<file path="src/rtl/pci_phy_pkg.sv">
// Shared constants and state encoding for the PCI PHY transmit datapath.
package pci_phy_pkg;

  localparam int WORD_W = 32;
  localparam int BYTE_W = 8;
  localparam int NBYTES = 4;
  localparam int CNT_W  = 2;

  localparam logic [7:0] IDLE_SYM = 8'hBC;

  typedef enum logic {
    IDLE = 1'b0,
    SEND = 1'b1
  } state_t;

endpackage

</file>
<file path="src/rtl/mux_32_8_shifter.sv">
// Byte shifter for mux_32_8: shift register, byte counter and registered outputs.
// MUX_32_8_IDLE_EN selects the COM symbol as the idle byte instead of 8'h00.
module mux_32_8_shifter
  import pci_phy_pkg::*;
#(
  parameter int WORD_W = pci_phy_pkg::WORD_W,
  parameter int BYTE_W = pci_phy_pkg::BYTE_W
) (
  input  logic              clk_4f,
  input  logic              reset,
  input  logic              load,
  input  logic              shift,
  input  logic              idle,
  input  logic [WORD_W-1:0] word,
  output logic [BYTE_W-1:0] data_out,
  output logic              valid_out,
  output logic              last_byte
);

  localparam int NBYTES = WORD_W / BYTE_W;

`ifdef MUX_32_8_IDLE_EN
  localparam logic [BYTE_W-1:0] IDLE_BYTE = BYTE_W'(IDLE_SYM);
`else
  localparam logic [BYTE_W-1:0] IDLE_BYTE = '0;
`endif

  logic [WORD_W-1:0] shreg;
  logic [CNT_W-1:0]  cnt;

  always_ff @(posedge clk_4f) begin
    if (!reset) begin
      shreg     <= '0;
      cnt       <= '0;
      data_out  <= '0;
      valid_out <= 1'b0;
    end else if (load) begin
      data_out  <= word[WORD_W-1 -: BYTE_W];
      shreg     <= word << BYTE_W;
      cnt       <= '0;
      valid_out <= 1'b1;
    end else if (shift) begin
      data_out  <= shreg[WORD_W-1 -: BYTE_W];
      shreg     <= shreg << BYTE_W;
      cnt       <= cnt + CNT_W'(1);
    end else if (idle) begin
      data_out  <= IDLE_BYTE;
      valid_out <= 1'b0;
    end
  end

  assign last_byte = (cnt == CNT_W'(NBYTES - 1));

endmodule

</file>
<file path="src/rtl/mux_32_8.sv">
// 32->8 transmit serializer with a one-word holding register, MSB byte first.
// Build option MUX_32_8_IDLE_EN: drive the COM idle symbol while idle.
//
// state | meaning
// IDLE  | shifter empty, output idle byte with valid low
// SEND  | shifter presenting byte cnt (0..3) of the current word
module mux_32_8
  import pci_phy_pkg::*;
#(
  parameter int WORD_W = pci_phy_pkg::WORD_W,
  parameter int BYTE_W = pci_phy_pkg::BYTE_W
) (
  input  logic              clk_4f,
  input  logic              reset,
  input  logic [WORD_W-1:0] data_paralelo_32,
  input  logic              valid_paralelo_32,
  output logic              ready_mux_32_8,
  output logic [BYTE_W-1:0] data_mux_32_8,
  output logic              valid_mux_32_8
);

  state_t            state, state_nxt;
  logic [WORD_W-1:0] hold;
  logic              hold_valid;
  logic              accept;
  logic              load_cond;
  logic              load;
  logic              shift;
  logic              go_idle;
  logic              last_byte;

  assign ready_mux_32_8 = reset & ~hold_valid;
  assign accept         = valid_paralelo_32 & ready_mux_32_8;

  // accept needs hold empty and load needs it full, so they never collide
  always_ff @(posedge clk_4f) begin
    if (!reset) begin
      hold       <= '0;
      hold_valid <= 1'b0;
    end else if (accept) begin
      hold       <= data_paralelo_32;
      hold_valid <= 1'b1;
    end else if (load) begin
      hold_valid <= 1'b0;
    end
  end

  always_ff @(posedge clk_4f) begin
    if (!reset) state <= IDLE;
    else        state <= state_nxt;
  end

  always_comb begin
    state_nxt = state;
    load      = 1'b0;
    shift     = 1'b0;
    go_idle   = 1'b0;
    load_cond = (state == IDLE) | ((state == SEND) & last_byte);
    if (load_cond) begin
      if (hold_valid) begin
        load      = 1'b1;
        state_nxt = SEND;
      end else begin
        go_idle   = 1'b1;
        state_nxt = IDLE;
      end
    end else begin
      shift = 1'b1;
    end
  end

  mux_32_8_shifter #(
    .WORD_W(WORD_W),
    .BYTE_W(BYTE_W)
  ) u_shifter (
    .clk_4f   (clk_4f),
    .reset    (reset),
    .load     (load),
    .shift    (shift),
    .idle     (go_idle),
    .word     (hold),
    .data_out (data_mux_32_8),
    .valid_out(valid_mux_32_8),
    .last_byte(last_byte)
  );

endmodule

</file>
<file path="config.mk">
export PLATFORM = sky130hd
export DESIGN_NAME = mux_32_8
export DESIGN_NICKNAME = d
export VERILOG_FILES = /design/src/rtl/pci_phy_pkg.sv /design/src/rtl/mux_32_8_shifter.sv /design/src/rtl/mux_32_8.sv
export SDC_FILE = /design/constraint.sdc
export NUM_CORES = 1
export LEC_CHECK = 0
export BUFFER_PORTS_ARGS = -buffer_cell sky130_fd_sc_hd__buf_4
export CAP_MARGIN = 20
export CORE_MARGIN = 3
export CORE_UTILIZATION = 50
export DETAILED_ROUTE_END_ITERATION = 7
export GPL_TIMING_DRIVEN = 0
export PLACE_DENSITY = 0.73
export SLEW_MARGIN = 20
export SYNTH_ARGS = -nofsm -noshare
export SYNTH_HDL_FRONTEND = slang
export SYNTH_SLANG_ARGS = --single-unit
export TNS_END_PERCENT = 50
</file>
<file path="constraint.sdc">
create_clock -name clk_4f -period 3.4 [get_ports clk_4f]
set_input_delay 0 -clock clk_4f [delete_from_list [all_inputs] [get_ports clk_4f]]
set_output_delay 0 -clock clk_4f [all_outputs]
set_load 0.05 [all_outputs]
</file>
==> results.rst, run 1 <==
.. list-table::
   :header-rows: 1

   * - Metric
     - Value
   * - Maximum number of pins on one net before global-route repair
     - 13
   * - Setup repair bufs after CTS
     - 0
   * - Final setup fails
     - 0
   * - First-pass GRT wire length
     - 10,600 um
   * - Number of DRC markers in iteration 0
     - between 70 and 80
   * - Top area cells in the synthesized netlist
     - sky130_fd_sc_hd__dfxtp_1 53%, sky130_fd_sc_hd__nand2_1 11%, sky130_fd_sc_hd__mux2i_1 9.6%
   * - Routed via count
     - 2,261
   * - Std cell rows
     - 25
   * - Maximum buffer depth of the clock tree
     - 2
   * - Total count of hold-check failures in the final report
     - 0
   * - Initial DRT Pass Iterations
     - 4
   * - Max-slew violations
     - 0
   * - Leakage power
     - 0.00159 uW
   * - Top post-synthesis cells by count
     - 76 x sky130_fd_sc_hd__nand2_1, 69 x sky130_fd_sc_hd__dfxtp_1, 40 x sky130_fd_sc_hd__nand3_1
   * - Clk pin slew, worst setup/hold paths
     - 0.07 ns
   * - Setup CP Type
     - reg -> reg
   * - Seq. cell area
     - 1380 um2
   * - Cell count after synthesis
     - around 300
   * - Max Fanout on Critical Path
     - 10
   * - Slew @ Worst Pin
     - 0.468 ns
   * - Pwr per Cell Area
     - 505 nW/um2
   * - TritonCTS Sinks
     - 69
   * - CTS H-tree depth
     - 3
   * - Remaining routing DRC violations
     - 0
   * - Period utilisation layout
     - 42.8%
   * - Mapped cell area
     - 2610 um2
   * - Worst path depth
     - 5
   * - Hold-fix buffers at CTS
     - 33
   * - Post-layout total power
     - 1800 uW
   * - Antenna diodes
     - 0
   * - Area of combinational cells with multiple inputs
     - ~1100 um2
   * - Achievable Freq
     - 0.687 GHz
   * - Cell type of the slowest stage on the worst timing path
     - sky130_fd_sc_hd__clkbuf_1
   * - Worst Path Required
     - 3.60 ns
   * - Worst reg-to-reg setup slack
     - about 2 ns
   * - Cell type group with the largest total delay on the critical path
     - buffers and inverters
   * - Number of cells on the worst reg-to-reg path
     - 5
   * - WL per Instance
     - approximately 14 um
   * - Crit-path max cell delay
     - about 0.4 ns
   * - Post-synthesis sequential area ratio
     - between 50 and 60%
   * - Post-synth cell types
     - 22
   * - Weighted congestion at the end of routability-driven global placement
     - 0.770
   * - Outcome
     - finished, final reports clean
   * - Worst voltage drop across the vdd grid
     - around 0.37 mV
   * - Design Area, Final
     - about 3600 um2
   * - Worst Setup EP
     - u_shifter.shreg[25]
   * - Number of antenna violations at the first check in global routing
     - 0
   * - Io pins
     - 45
   * - Count of flip-flops with a built-in enable after synthesis
     - 0
   * - Number of buffer and inverter instances along the worst setup path
     - 2
   * - Worst slew margin relative to its limit
     - between 60% and 70%
   * - Vias in the first global route
     - 2,283
   * - Post-DP HPWL
     - 4000 um
   * - Worst Setup Start Kind
     - register
   * - # fillers
     - 381
   * - Synth top area share
     - 52.8%
   * - Number of violations of the max-capacitance limit
     - 0
   * - Die Outline Area
     - about 6100 um2
   * - Yosys top cell by area
     - sky130_fd_sc_hd__dfxtp_1
   * - Drt total wl
     - 6260 um
   * - Commonest register cell after synthesis
     - sky130_fd_sc_hd__dfxtp_1
   * - Die Height
     - about 78 um
   * - Initial core utilization
     - 53.6%
   * - Core box area
     - 4880 um2
   * - Worst hold path class
     - in -> reg
   * - Critical path, cell by cell
     - ha_1 > nand2b_1 > buf_2 > clkbuf_1 > a21oi_1
   * - Area of placed instances
     - 3030 um2
   * - Critical path arrival
     - 1.66 ns
   * - Kind of end point of the critical path
     - register
   * - Antenna violation net count after detailed routing
     - 0
   * - Beginning of the worst register-to-register path
     - u_shifter.cnt[0]
   * - RSZ-0062 raised after global routing
     - false
   * - Clock insertion delay at the later pin of the skew report
     - 0.34 ns
   * - Clk root buf
     - sky130_fd_sc_hd__clkbuf_8
   * - Flop and latch count out of synthesis
     - 69
   * - CTS tree
     - built
   * - Drt via density
     - 4.96
   * - I/O Buffers
     - 44
   * - Most common cell in the synthesized netlist
     - sky130_fd_sc_hd__nand2_1
   * - Synthesized Nets
     - 332
   * - Clock Skew
     - just over 0.005 ns
   * - Share of cells above drive strength 1
     - a little over a fifth
   * - Area overhead of the layout relative to synthesis
     - 36.5%
   * - Endpoint of the worst register-to-register path
     - u_shifter.shreg[25]
   * - Proportion of register bits with asynchronous set or reset after synthesis
     - 0%
   * - Final setup TNS
     - 0 ns
   * - Average cell area after synthesis
     - 8.83 um2
   * - Final critical delay including setup and external delays
     - 1.46 ns
   * - Gr ovfl total
     - 0
   * - Number of instances resized during post-cts repair
     - 0
   * - Die Width
     - between 70 and 80 um
   * - Start point of the critical path
     - u_shifter.cnt[0]
   * - Global-route usage over all layers
     - between 20% and 30%
   * - Number of nets in the final layout
     - between 400 and 500
   * - CTS buffer count
     - 9
   * - Number of warning messages in the yosys log
     - 0
[tightest hold or removal path, delay by kind of cell]
kind                   cells  cell delay, ns
AO/OA/AOI/OAI              1            0.14
buffers and inverters      2            0.28
[worst min-delay path by stage]
stage                        startpoint             endpoint  slack (ns)  cells after the start
global placement    data_paralelo_32[9]              hold[9]        0.18                      3
CTS                               reset  u_shifter.valid_out        0.12                      3
global route                      reset  u_shifter.valid_out        0.13                      3
detailed placement  data_paralelo_32[3]              hold[3]        0.19                      3
floorplan           data_paralelo_32[0]              hold[0]         0.1                      2
finish                            reset  u_shifter.valid_out        0.14                      3
[cell families after synthesis]
logic type | synth area share, %
simple gates | 22.2
flops | 52.8
compound gates | 9.57
mux | 9.57
buf+inv | 5.31
fa+ha+maj | 0.479
[state kept, by name (all words and copies together) (netlist names)]
signal	cells
hold	32
u_shifter.shreg	24
state	1
u_shifter.valid_out	1
u_shifter.data_out	8
hold_valid	1
u_shifter.cnt	2
[cell type report]
type,instances,area share (%)
Buffer,24,3.89
Multi-Input combinational cell,203,30.6
Sequential cell,69,38.7
Timing Repair Buffer,77,18.5
Tap cell,67,2.35
Clock buffer,11,4.24
Clock inverter,5,1.65
[cells in the final DEF (no fill, tap or decap)]
master / count
sky130_fd_sc_hd__and2b_1: 1
sky130_fd_sc_hd__and3b_1: 1
sky130_fd_sc_hd__mux2i_1: 25
sky130_fd_sc_hd__ha_1: 1
sky130_fd_sc_hd__buf_4: 47
sky130_fd_sc_hd__bufinv_16: 1
sky130_fd_sc_hd__nand2_1: 76
sky130_fd_sc_hd__nor2_1: 9
sky130_fd_sc_hd__nor3b_1: 1
sky130_fd_sc_hd__a21oi_1: 16
sky130_fd_sc_hd__buf_2: 15
sky130_fd_sc_hd__buf_8: 1
sky130_fd_sc_hd__clkinvlp_4: 2
sky130_fd_sc_hd__nand2b_1: 1
sky130_fd_sc_hd__nand3_1: 40
sky130_fd_sc_hd__clkbuf_8: 11
sky130_fd_sc_hd__nand3b_2: 1
sky130_fd_sc_hd__o21a_1: 2
sky130_fd_sc_hd__a21boi_1: 10
sky130_fd_sc_hd__buf_6: 1
sky130_fd_sc_hd__nand3b_1: 1
sky130_fd_sc_hd__clkinv_2: 1
sky130_fd_sc_hd__clkbuf_1: 4
sky130_fd_sc_hd__nor2b_1: 2
sky130_fd_sc_hd__dfxtp_1: 69
sky130_fd_sc_hd__o21ai_1: 16
sky130_fd_sc_hd__dlygate4sd3_1: 33
sky130_fd_sc_hd__clkinv_4: 1
[metrics by stage]
stage / worst slack (ns) / instances / hold WS (ns) / utilization (%)
finish: 1.94 / 456 / 0.136 / 73.1
global route: 1.82 / 456 / 0.134 / 73.1
CTS: 1.95 / 456 / 0.118 / 73.1
detailed placement: 1.97 / 407 / 0.185 / 62.1
global placement: 2.00 / 407 / 0.183 / 62.1
floorplan: 2.09 / 296 / 0.0989 / -
[power breakdown]
group	leakage [uW]	internal, uW	total [uW]	switching, uW
Sequential	0.000566	861	889	27.8
Clock	0.000102	378	680	302
Combinational	0.000920	115	234	119
[layer usage]
| layer | share of wire [%] | routed length, um | global-route usage (%) | vias up |
|---|---|---|---|---|
| met2 | 50 | 3150 | 39.7 | 55 |
| met1 | 44 | 2740 | 25.9 | 1028 |
| met4 | 2.1 | 129 | 11.4 | 0 |
| met3 | 3.7 | 233 | 4.24 | 12 |
| li1 | - | - | - | 1166 |
| met5 | 0 | 0 | 0 | - |
Power figures use the tool's default switching activity.
==> inputs of run 2 (changes only) <==
CORE_UTILIZATION = 49   (was 50)
PLACE_DENSITY = 0.75   (was 0.73)
clock period = 1.3 ns   (was 3.4 ns; I/O delays follow)
==> run 2 against run 1 <==
  * Core utilization grew 1.3 points
  * Die area rose by 1.9%
  * Clock power grew to 3.0 times the previous value
  * First-iteration DRC count rose by 5.1%
  * Largest cell class unchanged
==> results.rst, run 2 (synthesized netlist as in run 1, its figures left out) <==
.. list-table::
   :header-rows: 1

   * - Metric
     - Value
   * - Outcome
     - finished, final reports clean
   * - Post-DP HPWL
     - 3960 um (-0.91%)
   * - Share of cells above drive strength 1
     - 23.6% (+2.8 points)
   * - Pwr per Cell Area
     - 1370 nW/um2 (+170%)
   * - Final setup TNS
     - 0 ns (unchanged)
   * - First-pass GRT wire length
     - 10,400 um (-1.6%)
   * - Weighted congestion at the end of routability-driven global placement
     - 0.803 (+4.3%)
   * - Io pins
     - 45 (unchanged)
   * - Number of antenna violations at the first check in global routing
     - 0 (unchanged)
   * - Clk pin slew, worst setup/hold paths
     - 0.07 ns (about the same)
   * - Max Fanout on Critical Path
     - 10 (unchanged)
   * - Detailed route wirelength on metal2
     - 3100 um (-1.6%)
   * - Worst Setup Start Kind
     - register
   * - Kind of end point of the critical path
     - primary output
   * - Routed via count
     - 2,298 (+1.6%)
   * - Antenna diodes
     - 0 (unchanged)
   * - Area overhead of the layout relative to synthesis
     - 40.7%
   * - Critical path arrival
     - 1.25 ns (-0.41 ns)
   * - Initial core utilization
     - 52.9% (-0.68 points)
   * - Area of placed instances
     - 3030 um2 (about the same)
   * - CTS tree
     - built
   * - CTS buffer count
     - 9 (unchanged)
   * - Vias in the first global route
     - 2,187 (-4.2%)
   * - Largest registers
     - hold: 32 flops, u_shifter.shreg: 24 flops, u_shifter.data_out: 8 flops
   * - Period utilisation layout
     - approximately 96%
   * - Total count of hold-check failures in the final report
     - 0 (unchanged)
   * - Drt total wl
     - 6300 um (+0.61%)
   * - Global-route usage over all layers
     - 21.6% (-0.92 points)
   * - I/O Buffers
     - 44 (unchanged)
   * - Number of nets in the final layout
     - 421 (+0.24%)
   * - M1 WL
     - 2770 um (+1.1%)
   * - Worst slew margin relative to its limit
     - 66.7% (-2.1 points)
   * - Worst voltage drop across the vdd grid
     - 0.838 mV (+130%)
   * - Setup CP Type
     - reg -> out
   * - Met3 Wirelength
     - 356 um (+53%)
   * - Maximum number of pins on one net before global-route repair
     - 12 (-1)
   * - Slew @ Worst Pin
     - 0.499 ns (+0.0317 ns)
   * - Die Outline Area
     - 6250 um2 (+1.9%)
   * - Drt via density
     - 5.03 (+1.4%)
   * - Critical path, cell by cell
     - buf_6 > buf_6 > nor2b_2 > buf_6
   * - Cell type group with the largest total delay on the critical path
     - buffers and inverters
   * - Crit-path max cell delay
     - 0.34 ns (-0.06 ns)
   * - Clk root buf
     - sky130_fd_sc_hd__clkbuf_8
   * - Number of buffer and inverter instances along the worst setup path
     - 3 (+1)
   * - Worst hold path class
     - in -> reg
   * - Top layer used by detailed routing
     - met4
   * - Leading cell type in the layout, fill and taps excluded
     - sky130_fd_sc_hd__nand2_1
   * - Maximum buffer depth of the clock tree
     - 2 (unchanged)
   * - Clock Skew
     - 0.00634 ns (+0.00131 ns)
   * - Clock insertion delay at the later pin of the skew report
     - 0.35 ns (about the same)
   * - Number of DRC markers in iteration 0
     - 82 (+5.1%)
   * - Design Area, Final
     - 3680 um2 (+3.1%)
   * - Cell type of the slowest stage on the worst timing path
     - sky130_fd_sc_hd__dfxtp_2
   * - Final setup fails
     - 0 (unchanged)
   * - Achievable Freq
     - 0.799 GHz
   * - Most flop-heavy register
     - hold
   * - Initial DRT Pass Iterations
     - 4 (unchanged)
   * - WL per Instance
     - 13.8 um (+0.39%)
   * - Number of violations of the max-capacitance limit
     - 0 (unchanged)
   * - Flip-flop count of the largest register after layout
     - 32 (unchanged)
   * - TritonCTS Sinks
     - 69 (unchanged)
   * - Die Width
     - 79.0 um (+0.94%)
   * - Gr ovfl total
     - 0 (unchanged)
   * - Final critical delay including setup and external delays
     - 1.25 ns
   * - Std cell rows
     - 25 (unchanged)
   * - # fillers
     - 386 (+1.3%)
   * - Core box area
     - 4940 um2 (+1.3%)
   * - Commonest cells after routing, fill and taps aside
     - 75 x sky130_fd_sc_hd__nand2_1, 68 x sky130_fd_sc_hd__dfxtp_1, 45 x sky130_fd_sc_hd__buf_4
   * - Worst Path Required
     - 1.30 ns (-2.30 ns)
   * - CTS H-tree depth
     - 3 (unchanged)
   * - Leakage power
     - 0.00164 uW (+3.0%)
   * - Remaining routing DRC violations
     - 0 (unchanged)
   * - Fraction of the core area covered by cells at the end of the flow
     - 74.4% (+1.3 points)
   * - Worst path most repeated cell
     - sky130_fd_sc_hd__buf_6
   * - Max-slew violations
     - 0 (unchanged)
   * - Die Height
     - 79.0 um (+0.94%)
   * - Antenna violation net count after detailed routing
     - 0 (unchanged)
==> run 2: cell types whose count changed in the layout (fill, tap and decap cells not counted), sizes merged <==
cell / previous run / this run
clkbuf: 15 / 16
bufinv: 1 / 2
buf: 64 / 66
clkinv: 2 / 1
clkinvlp: 2 / 0
==> run 2: power breakdown <==
part	switching, uW	total, uW	internal [uW]	leakage, uW
combinational	320	644	325	0.000944
sequential	78.2	2330	2250	0.000566
clock	781	2070	1290	0.000126
==> run 2: cell type report <==
cell class / instances / area (um2) / share of cell area (%)
plain buffers: 24 / 173 / 4.69
clock buffers: 13 / 179 / 4.86
flip-flops and latches: 69 / 1380 / 37.6
well taps: 67 / 83.8 / 2.28
multi-input cells: 203 / 1120 / 30.5
clock inverters: 3 / 65.1 / 1.77
repair buffers: 78 / 672 / 18.3
==> run 2: through the flow <==
stage / hold WS (ns) / total power [uW] / instances / setup slack (ns)
final: 0.141 / 5040 / 457 / 0.0479
after global routing: 0.143 / 5230 / 457 / -0.00417
after CTS: 0.122 / 5030 / 456 / -0.0105
after detailed placement: 0.186 / 2900 / 407 / -0.123
after global placement: 0.182 / 2880 / 407 / -0.0903
after floorplan: 0.0989 / 2700 / 296 / 0.0997
==> run 2: worst paths after layout <==
kind,startpoint,endpoint,slack [ns],cells after the start
max,hold_valid,ready_mux_32_8,0.05,4
min,reset,u_shifter.data_out[7],0.14,3
max reg2reg,u_shifter.cnt[0],u_shifter.shreg[27],0.07,6
min reg2reg,hold[2],hold[2],0.46,2
==> run 2: worst min-delay path: cells and delay by family <==
kind	cells	cell delay (ns)
AOI/OAI and AO/OA	1	0.14
buffers and inverters	2	0.29
==> run 2: repair_timing <==
action	CTS	global route
gates cloned	0	0
pin swaps	0	2
hold buffers	33	0
buffers inserted	0	1
endpoints found under the setup margin	12	35
gates resized for setup	8	15
endpoints found under the hold margin	33	0
==> run 2: routing by layer <==
metal  GRT usage [%]  vias to the layer above
met5               0                        -
li1                -                     1165
met1            25.9                     1061
met2            36.3                       62
met3            7.82                       10
met4            6.19                        0
